==> src/rtl/ppl_dispatch.sv <==
// Frame-level pixel issue scheduler: walks a frame in raster order and issues
// (x, y, addr) into the render pipeline, limited by in-flight credits.
module ppl_dispatch #(
  parameter int H_DISP  = 1280,
  parameter int V_DISP  = 720,
  parameter int CREDITS = 16
) (
  input  logic        clk,
  input  logic        rst_n,
  input  logic        frame_start,
  input  logic        abort,
  output logic        issue_valid,
  input  logic        issue_ready,
  output logic [10:0] issue_x,
  output logic [9:0]  issue_y,
  output logic [19:0] issue_addr,
  input  logic        retire,
  output logic        busy,
  output logic [5:0]  inflight,
  output logic        frame_done,
  output logic        frame_aborted,
  output logic        underflow_err
);

  typedef enum logic [1:0] {IDLE, ISSUE, DRAIN, DONE} state_t;

  localparam logic [10:0] X_LAST = 11'(H_DISP - 1);
  localparam logic [9:0]  Y_LAST = 10'(V_DISP - 1);
  localparam logic [5:0]  CRED   = 6'(CREDITS);

  state_t      state_q, state_d;
  logic [10:0] x_q, x_d;
  logic [9:0]  y_q, y_d;
  logic [19:0] addr_q, addr_d;
  logic [5:0]  inflight_q, inflight_d;
  logic        aborted_q, aborted_d;
  logic        underflow_q, underflow_d;
  logic        xfer, last_pix, retire_ok;

  always_ff @(posedge clk or negedge rst_n) begin
    if (!rst_n) begin
      state_q     <= IDLE;
      x_q         <= '0;
      y_q         <= '0;
      addr_q      <= '0;
      inflight_q  <= '0;
      aborted_q   <= 1'b0;
      underflow_q <= 1'b0;
    end else begin
      state_q     <= state_d;
      x_q         <= x_d;
      y_q         <= y_d;
      addr_q      <= addr_d;
      inflight_q  <= inflight_d;
      aborted_q   <= aborted_d;
      underflow_q <= underflow_d;
    end
  end

  always_comb begin
    issue_valid   = (state_q == ISSUE) && (inflight_q < CRED);
    busy          = (state_q == ISSUE) || (state_q == DRAIN);
    frame_done    = (state_q == DONE);
    issue_x       = x_q;
    issue_y       = y_q;
    issue_addr    = addr_q;
    inflight      = inflight_q;
    frame_aborted = aborted_q;
    underflow_err = underflow_q;
  end

  // A retire with nothing in flight is flagged but never drives the count below zero.
  always_comb begin
    xfer        = issue_valid && issue_ready;
    last_pix    = (x_q == X_LAST) && (y_q == Y_LAST);
    retire_ok   = retire && (inflight_q != 6'd0);
    underflow_d = underflow_q || (retire && (inflight_q == 6'd0));
    inflight_d  = inflight_q + {5'd0, xfer} - {5'd0, retire_ok};
    x_d         = x_q;
    y_d         = y_q;
    addr_d      = addr_q;
    aborted_d   = aborted_q;
    case (state_q)
      IDLE: begin
        if (frame_start) begin
          x_d       = '0;
          y_d       = '0;
          addr_d    = '0;
          aborted_d = 1'b0;
        end
      end
      ISSUE: begin
        if (xfer && !last_pix) begin
          addr_d = addr_q + 20'd1;
          if (x_q == X_LAST) begin
            x_d = '0;
            y_d = y_q + 10'd1;
          end else begin
            x_d = x_q + 11'd1;
          end
        end
        if (abort) aborted_d = 1'b1;
      end
      default: ;
    endcase
  end

  always_comb begin
    state_d = state_q;
    case (state_q)
      IDLE:    if (frame_start) state_d = ISSUE;
      ISSUE:   if (abort || (xfer && last_pix)) state_d = DRAIN;
      DRAIN:   if (inflight_d == 6'd0) state_d = DONE;
      DONE:    state_d = IDLE;
      default: state_d = IDLE;
    endcase
  end

endmodule

==> config.mk <==
export PLATFORM = sky130hd
export DESIGN_NAME = ppl_dispatch
export DESIGN_NICKNAME = d
export VERILOG_FILES = /design/src/rtl/ppl_dispatch.sv
export SDC_FILE = /design/constraint.sdc
export NUM_CORES = 1
export LEC_CHECK = 0
export ABC_CLOCK_PERIOD_IN_PS = 3800
export CORE_MARGIN = 2
export CORE_UTILIZATION = 47
export CTS_BUF_LIST = sky130_fd_sc_hd__clkbuf_4 sky130_fd_sc_hd__clkbuf_8
export DETAILED_ROUTE_END_ITERATION = 16
export PLACE_DENSITY = 0.82
export SYNTH_ARGS = -nofsm -noshare
export SYNTH_HDL_FRONTEND = slang
export SYNTH_SLANG_ARGS = --single-unit
==> constraint.sdc <==
create_clock -name clk -period 3.8 [get_ports clk]
set_input_delay 0.57 -clock clk [delete_from_list [all_inputs] [get_ports clk]]
set_output_delay 0.57 -clock clk [all_outputs]
set_load 0.005 [all_outputs]
# Word-level counts from Yosys, hierarchy flattened
# Cells that the tools add are included.
# word_totals
reg_bits	51
inputBits	6
out_inout_bits	52
elab_cells	62
# op_classes
add_sub_neg	5
magnitude_cmp	1
eq_ne	11
muxes	18
reduce_logical	20
# ops
operator	n
$mux W20	2
$pmux W20 S2	1
$mux W11	3
$mux W10	3
$pmux W11 S2	1
$add A20 B1 Y20 const B	1
$pmux W10 S2	1
$logic_not A6 Y1	2
$add A11 B1 Y11 const B	1
$eq A11 B11 Y1 const B	1
$add A10 B1 Y10 const B	1
$eq A10 B10 Y1 const B	1
$reduce_and A3 Y1	3
$ne A2 B1 Y1 const B	4
$pmux W2 S4	1
$logic_and A1 B1 Y1	7
$add A6 B1 Y6	1
$lt A6 B5 Y1 const B	1
$mux W2	3
$reduce_bool A6 Y1	1
$sub A6 B1 Y6	1
$eq A2 B2 Y1 const B	2
$ne A2 B2 Y1 const B	2
$reduce_and A4 Y1	1
7 further kinds	10

# Logic depth before layout (Yosys ltp)
# Gate-level depths: netlist of run 1.
# depth
depth_word	8
depth_mapped	15
mapped_depth_nobuf	15

# Least setup slack after synthesis of run 1
# Ideal clock, no wire load.
# synth_timing
path_type	flip-flop to flip-flop
from	register inflight_q[2] (netlist: inflight[2])
to	register state_q[0]
setup_time_ns	0.094
t_arrival_ns	2.810
required_time_ns	3.706
slack_ns	0.896
path_stages_with_launch	15
path_buffers	0
synth_period_minus_slack_ns	2.904
cell_sequence	dfrtp_1 > inv_1 > ha_1 > nand2_1 > nor3_1 > nor2b_1 > ha_1 > inv_1 > ha_1 > inv_1 > fa_1 > inv_1 > or3_1 > o41a_1 > a211oi_1
# synth_between
elab_chain_cells	8
word_cells_on_any_way	13
cone_classes	add/sub: 2; order compare: 1; eq/ne: 2; reduce/logical: 8
# synth_lines
element	line_no	text
from (decl)	35	logic [5:0] inflight_q, inflight_d;
from (signal assigned)	54	inflight_q <= inflight_d;
$lt A6 B5 Y1	61	issue_valid = (state_q == ISSUE) && (inflight_q < CRED);
$logic_and A1 B1 Y1	61	
$logic_and A1 B1 Y1	74	xfer = issue_valid && issue_ready;
$add A6 B1 Y6	78	inflight_d = inflight_q + {5'd0, xfer} - {5'd0, retire_ok};
$sub A6 B1 Y6 (*)	78	
net inflight_d[1]	35	
$logic_not A6 Y1 (*)	113	DRAIN: if (inflight_d == 6'd0) state_d = DONE;
$ne A2 B1 Y1 (no line) (*)	--	
$reduce_and A3 Y1 (no line) (*)	--	
to (signal assigned)	50	state_q <= state_d;
to (decl)	31	state_t state_q, state_d;
# Mark *: on every way through the listed nets, which the timed path passes. The rest lies on a longest branch.
# A chain may end at the register's enable or synchronous reset.

# Worst setup path in the final report of run 1
# layout_timing
from	register inflight_q[4] (netlist: inflight[4])
to	register state_q[0]
# The elaborated chain is that of the path after synthesis.

==> results of run 1 <==
## stage by stage
stage          setup WS [ps]  utilization (%)  instance area [um^2]
2_1_floorplan            896                -                  3130
3_3_place_gp             531             58.7                  3750
3_5_place_dp             478             58.7                  3750
4_1_cts                  631             60.1                  3840
5_1_grt                  410             60.1                  3840
6_report                 617             60.1                  3840
## metal layers
metal	GRT usage (%)	wire (um)	up-vias
met1	28.3	3400	1383
met2	36.1	3670	74
li1	-	-	1331
met4	5.77	72	0
met5	0	0	-
met3	2.89	342	7
## Yosys cell counts, types with 4 or more instances
library cell,n,area [um^2]
and3_1,6,37.5
or4_1,10,75.1
inv_1,20,75.1
nand2b_1,7,43.8
nand4_1,11,68.8
clkbuf_1,4,15.0
nand3_1,23,115
or3_1,10,62.6
nor2_1,10,37.5
a22o_1,8,70.1
o21ai_0,8,40.0
o41ai_1,6,52.6
o211ai_1,9,67.6
dfrtp_1,51,1280
and2_1,5,31.3
o21ai_1,6,30.0
ha_1,17,213
nor2b_1,6,37.5
a21oi_1,12,60.1
nand2_1,28,105
## logic make-up (layout without fill, tap and decap cells)
family,after synthesis,in the layout,share of synthesized area [%]
mux,4,4,1.32
xor+xnor,4,4,1.12
simple gates,135,135,24.5
compound gates,79,79,19.7
buf+inv,33,91,5.04
flops,51,51,40.8
fa+ha+maj,18,18,7.44
## state kept, by name (all words and copies together) (netlist names)
signal,flops
issue_addr,20
issue_x,11
issue_y,10
inflight,6
state_q,2
frame_aborted,1
underflow_err,1
## placed cells by master, fill, tap and decap left out, types with 2 or more instances in the layout
cell type        synthesis  final
clkdlybuf4s50_1          0     56
dfrtp_1                 51     51
nand2_1                 28     28
nand3_1                 23     23
inv_1                   20     20
ha_1                    17     17
a21oi_1                 12     12
nand4_1                 11     11
nor2_1                  10     10
or4_1                   10     10
or3_1                   10     10
o211ai_1                 9      9
o21ai_0                  8      8
a22o_1                   8      8
nand2b_1                 7      7
nor2b_1                  6      6
and3_1                   6      6
o41ai_1                  6      6
o21ai_1                  6      6
and2_1                   5      5
clkbuf_8                 0      5
buf_4                    1      5
nor3_1                   3      3
nor3b_1                  3      3
o2111ai_1                3      3
nand4b_1                 3      3
mux2i_1                  3      3
o311ai_0                 3      3
a211oi_1                 2      2
xnor2_1                  2      2
xor2_1                   2      2
o31ai_1                  2      2
a21oi_2                  2      2
o22ai_1                  2      2
o311ai_1                 2      2
o221ai_2                 2      2
clkbuf_4                 0      2
## power groups by stage
stage	registers [mW]	logic (mW)	clock network, mW
final	0.766	1.13	0.316
after detailed placement	0.771	1.13	0
after global routing	0.781	1.24	0.346
after floorplan	0.755	0.721	0
after CTS	0.766	1.13	0.323
after global placement	0.773	1.08	0
## path summary, 6_finish.rpt
kind | from | slack (ps) | depth (start not counted) | to
hold reg to reg | underflow_err | 460 | 1 | underflow_err
hold / removal | rst_n | 330 | 1 | issue_y[4]
min in group clk | underflow_err | 460 | 1 | underflow_err
max in group asynchronous | rst_n | 2730 | 2 | state_q[1]
setup / recovery | inflight[4] | 620 | 15 | state_q[0]
setup reg to reg | inflight[4] | 620 | 15 | state_q[0]
## cell type report
class | instances | area [um^2]
Fill cell | 566 | 2550
Clock buffer | 7 | 83.8
Inverter | 21 | 78.8
Multi-Input combinational cell | 240 | 1690
Sequential cell | 51 | 1280
Clock inverter | 1 | 5.00
Tap cell | 77 | 96.3
Timing Repair Buffer | 62 | 603
## critical path: cells and delay by family, from the launching register on
family	cells	cell delay, ps
xor+xnor	1	110
buf+inv	3	230
simple gates	4	520
fa+ha+maj	4	1000
flops	1	410
compound gates	3	820
==> metrics.md, run 1 <==
| Metric | Value |
|---|---|
| CP startpoint kind | `register` |
| CP max stage cell | `o41a_1` |
| Worst Hold Class | `primary input to async pin` |
| Max Cap Viol | `0` |
| FF+latch count, synth | `51` |
| Register area share after synthesis | `40.8%` |
| Psw | `0.895 mW` |
| WL/cell | `16.3 um` |
| Critical Setup Path Class | `register to register` |
| Fin nets | `405` |
| Clk slew on worst S/H paths | `90 ps` |
| Post-DP HPWL | `5470 um` |
| Post CTS Setup Buffer Count | `0` |
| Fin. Hold Viols | `0` |
| Synthesized Nets | `348` |
| Largest net degree at the start of global routing | `33` |
| Global Route Usage Sum | `21.1%` |
| TNS Setup | `0 ps` |
| LEAKAGE | `1.62 nW` |
| CP Capture Type | `register` |
| Synth-to-Final Area Change | `22.7%` |
| IR drop worst, VDD | `542 uV` |
| Initial drt markers | `259` |
| Fin Clk Skew | `9.53 ps` |
| Flop pwr share | `34.6%` |
| DR vias/cell | `6.09` |
| I/O pin cnt | `58` |
| Syn avg cell area | `9.65 um^2` |
| Largest stage delay, worst path | `430 ps` |
| Initial antenna violation count | `0` |
| P_int | `1.32 mW` |
| Post-synth cell types | `64` |
| Final Critical Period | `3180 ps` |
| Status | `completed` |
| H-tree depth | `2` |
| Die X | `85.6 um` |
| Global route overflow | `0` |
| Die ar. | `7320 um^2` |
| Clk network pwr share | `14.3%` |
| Relative max-transition margin | `36.5%` |
| Global-route wire length before repair | `12600 um` |
| Layout Cells excl Fill | `459` |
| Final setup viols | `0` |
| Final Wtd Congestion | `0.861` |
| Final period utilization | `83.8%` |
| Worst Path Required | `4010 ps` |
| Cells after Synth | `324` |
| Switching Share | `40.5%` |
| Remaining routing DRC violations | `0` |
| Crit-path cells | `inv_1 > ha_1 > nand2_1 > nor3_1 > nor2b_1 > ha_1 > inv_1 > ha_1 > inv_1 > fa_1 > nand2b_1 > a21oi_1 > xnor2_1 > o41a_1 > a211oi_1` |
| Fin. max-slew vios | `0` |
| Share of cells above drive strength 1 | `7.85%` |
| Placed Cells incl. Taps | `451` |
| DRT Pass-1 Iters | `4` |
| Post-CTS Resized | `0` |
| PwrDens | `577 nW/um^2` |
| Remaining antenna violation count after routing | `0` |
| Vias in the first global route | `2725` |
| Ys Warns | `0` |
| Worst-skew pair later-pin latency | `300 ps` |
| Worst slew pin tran | `952 ps` |
| Fmax | `0.314 GHz` |
| RSZ-0062 raised after global routing | `false` |
| Initial Utilization | `49.0%` |
| Maximum clock path buffer count | `2` |
| Inserted Clock Buffers | `5` |
| Cell Area, Synth | `3130 um^2` |
| Worst-path fanout max | `3` |
| Row cnt | `29` |
| IO buf count | `57` |
| CTS Sinks | `51` |
| Hold-fix buffers, CTS | `0` |
| Vias | `2795` |
| CTS tree | `built` |
| Top_reg_cell synth | `dfrtp_1` |
| DRT Wirelength | `7480 um` |
| Final Power | `2.21 mW` |
| Root Driver | `clkbuf_8` |
| Crit path DAT | `3390 ps` |
| Hold slack | `326 ps` |
| Die Y | `85.6 um` |
| Gate power share | `51.1%` |
| Ant diodes | `0` |
| FFs w/ async S/R, synth | `100%` |
| Core Box Area | `6390 um^2` |
| Number of synthesized flops with an enable pin | `0` |
Power figures use the tool's default switching activity.
==> run 2: changes to the inputs <==
Settings changed: ABC_CLOCK_PERIOD_IN_PS 3800 to 2700, PLACE_DENSITY 0.82 to 0.85.
Clock period 3.8 ns to 2.7 ns, I/O delays scaled along.
==> run 2 against run 1 <==
Against the previous run:
- the run now ends with setup timing left
- clock power is 38% higher
- sequential share of layout area down 2.2 points
- critical endpoint unchanged
- global-route usage increased by 1.2 points
- critical path depth fell by 1
- highest routed layer unchanged
- register-to-register slack got worse by 1000 ps
- cell count is 5.4% higher
- largest cell class unchanged
- power is 68% higher
==> metrics.md, run 2 (synthesis gave the netlist of run 1 again) <==
| Metric | Value |
|---|---|
| DRT Wirelength | `8200 um (+9.6%)` |
| Hold-fix buffers, CTS | `0 (unchanged)` |
| Maximum clock path buffer count | `2 (unchanged)` |
| DR vias/cell | `6.07 (-0.38%)` |
| Most frequent cells in the layout | `clkdlybuf4s50_1 (56), dfrtp_1 (51), buf_4 (32)` |
| Fin Clk Skew | `12.0 ps (+2.44 ps)` |
| Ant diodes | `0 (unchanged)` |
| Vias in the first global route | `2817 (+3.4%)` |
| Global Route Usage Sum | `22.3% (+1.2 points)` |
| Worst slew pin tran | `690 ps (-262 ps)` |
| Fmax | `0.323 GHz (+2.7%)` |
| IR drop worst, VDD | `999 uV (+84%)` |
| Final setup viols | `2 (+2)` |
| LEAKAGE | `1.76 nW (+8.8%)` |
| Die Y | `85.6 um (unchanged)` |
| Share of cells above drive strength 1 | `17.9% (+10 points)` |
| Crit path DAT | `3330 ps (-60 ps)` |
| Root Driver | `clkbuf_8` |
| Global-route wire length before repair | `13400 um (+6.1%)` |
| Most common cell after layout, fill and taps aside | `clkdlybuf4s50_1` |
| H-tree depth | `2 (unchanged)` |
| Initial Utilization | `49.0% (unchanged)` |
| CP startpoint kind | `register` |
| TNS Setup | `-790 ps (-790 ps)` |
| Final Power | `3.71 mW (+68%)` |
| Synth-to-Final Area Change | `31.4%` |
| Inserted Clock Buffers | `5 (unchanged)` |
| Global route overflow | `0 (unchanged)` |
| Final Worst Setup Slack | `-399 ps (-1020 ps)` |
| Final core utilization | `64.3% (+4.3 points)` |
| IO buf count | `57 (unchanged)` |
| PwrDens | `902 nW/um^2 (+57%)` |
| Fin nets | `432 (+6.7%)` |
| Post-DP HPWL | `5710 um (+4.3%)` |
| Status | `complete, but fails checks` |
| Failing checks | `setup timing` |
| Largest net degree at the start of global routing | `52 (+58%)` |
| CP Capture Type | `register` |
| RSZ-0062 raised after global routing | `true` |
| Fin area | `4110 um^2 (+7.1%)` |
| Fin. Hold Viols | `0 (unchanged)` |
| Fin. max-slew vios | `0 (unchanged)` |
| I/O pin cnt | `58 (unchanged)` |
| Die ar. | `7320 um^2 (unchanged)` |
| Final period utilization | `115% (+31 points)` |
| Max Cap Viol | `0 (unchanged)` |
| Worst-skew pair later-pin latency | `310 ps (about the same)` |
| Core Box Area | `6390 um^2 (unchanged)` |
| Die X | `85.6 um (unchanged)` |
| Filler cells | `538 (-4.9%)` |
| CTS tree | `built` |
| Max reg flops | `20 (unchanged)` |
| Dpl cell area | `3930 um^2 (+4.7%)` |
| Remaining antenna violation count after routing | `0 (unchanged)` |
| Row cnt | `29 (unchanged)` |
| Initial antenna violation count | `0 (unchanged)` |
| Worst Hold Class | `primary input to async pin` |
| Critical Setup Path Class | `register to register` |
| Clk slew on worst S/H paths | `100 ps (about the same)` |
| Vias | `2936 (+5.0%)` |
| Final Wtd Congestion | `0.881 (+2.4%)` |
| WL/cell | `16.9 um (+3.9%)` |
| Relative max-transition margin | `54.0% (+17 points)` |
| Initial drt markers | `174 (-33%)` |
| Final Critical Period | `3100 ps (-84.2 ps)` |
| DRT Pass-1 Iters | `4 (unchanged)` |
| CTS Sinks | `51 (unchanged)` |
| Worst-path fanout max | `2 (-1)` |
| Remaining routing DRC violations | `0 (unchanged)` |
| Worst Path Required | `2930 ps (-1080 ps)` |
==> run 2: changes by cell type in the layout (fill, tap and decap cells not counted), sizes merged <==
cell	before	now
buf	6	33
clkbuf	7	6
clkinv	1	0
==> run 2: power breakdown <==
part | leakage [nW] | internal (mW) | switching, mW | total (mW)
Sequential | 0.677 | 0.914 | 0.145 | 1.06
Combinational | 1.05 | 1.11 | 1.10 | 2.21
Clock | 0.0406 | 0.184 | 0.252 | 0.436
Total | 1.76 | 2.21 | 1.50 | 3.71
==> run 2: area by class of cell <==
type,count,area [um^2],share of cell area (%)
sequential,51,1280,31.1
tap,77,96.3,2.34
clock buffer,6,76.3,1.86
inverter,21,78.8,1.92
timing repair buffer,89,806,19.6
multi-input combinational,240,1780,43.2
==> run 2: layer usage <==
metal  wire, um  global-route usage (%)
met3        358                    3.75
met4         93                    5.19
met5          0                       0
met2       4250                    38.0
met1       3500                    30.0
==> run 2: per-stage QoR <==
step	std cells	hold slack, ps	worst slack, ps
6_report	484	196	-399
5_1_grt	484	269	-542
4_1_cts	485	240	-321
3_5_place_dp	474	452	-475
3_3_place_gp	474	440	-382
2_1_floorplan	324	109	-125
==> run 2: critical path: stages, from the launching register on <==
cell and delay [ps]:
dfrtp_1 430, inv_2 100, ha_4 140, nand2_4 50, nor3_4 140, nor2b_2 70, ha_1 280, inv_1 80
ha_2 200, inv_2 40, fa_2 530, inv_2 40, or3_4 390, o41a_1 340, a211oi_1 200
==> run 2: what timing repair did <==
action                                  CTS  global route
pin swaps                                 1             3
endpoints found under the setup margin    2             3
endpoints found under the hold margin     0             0
buffers inserted                          5             1
gates resized for setup                   1            20
==> run 2: path summary, 6_finish.rpt <==
path	to	slack (ps)	cells after the start	start
worst max register to register	state_q[0]	-400	14	inflight[4]
worst min-delay path	issue_x[5]	200	2	rst_n
min in group clk	underflow_err	470	1	underflow_err
worst min register to register	underflow_err	470	1	underflow_err
max in group asynchronous	issue_x[8]	2040	2	rst_n
worst max-delay path	state_q[0]	-400	14	inflight[4]
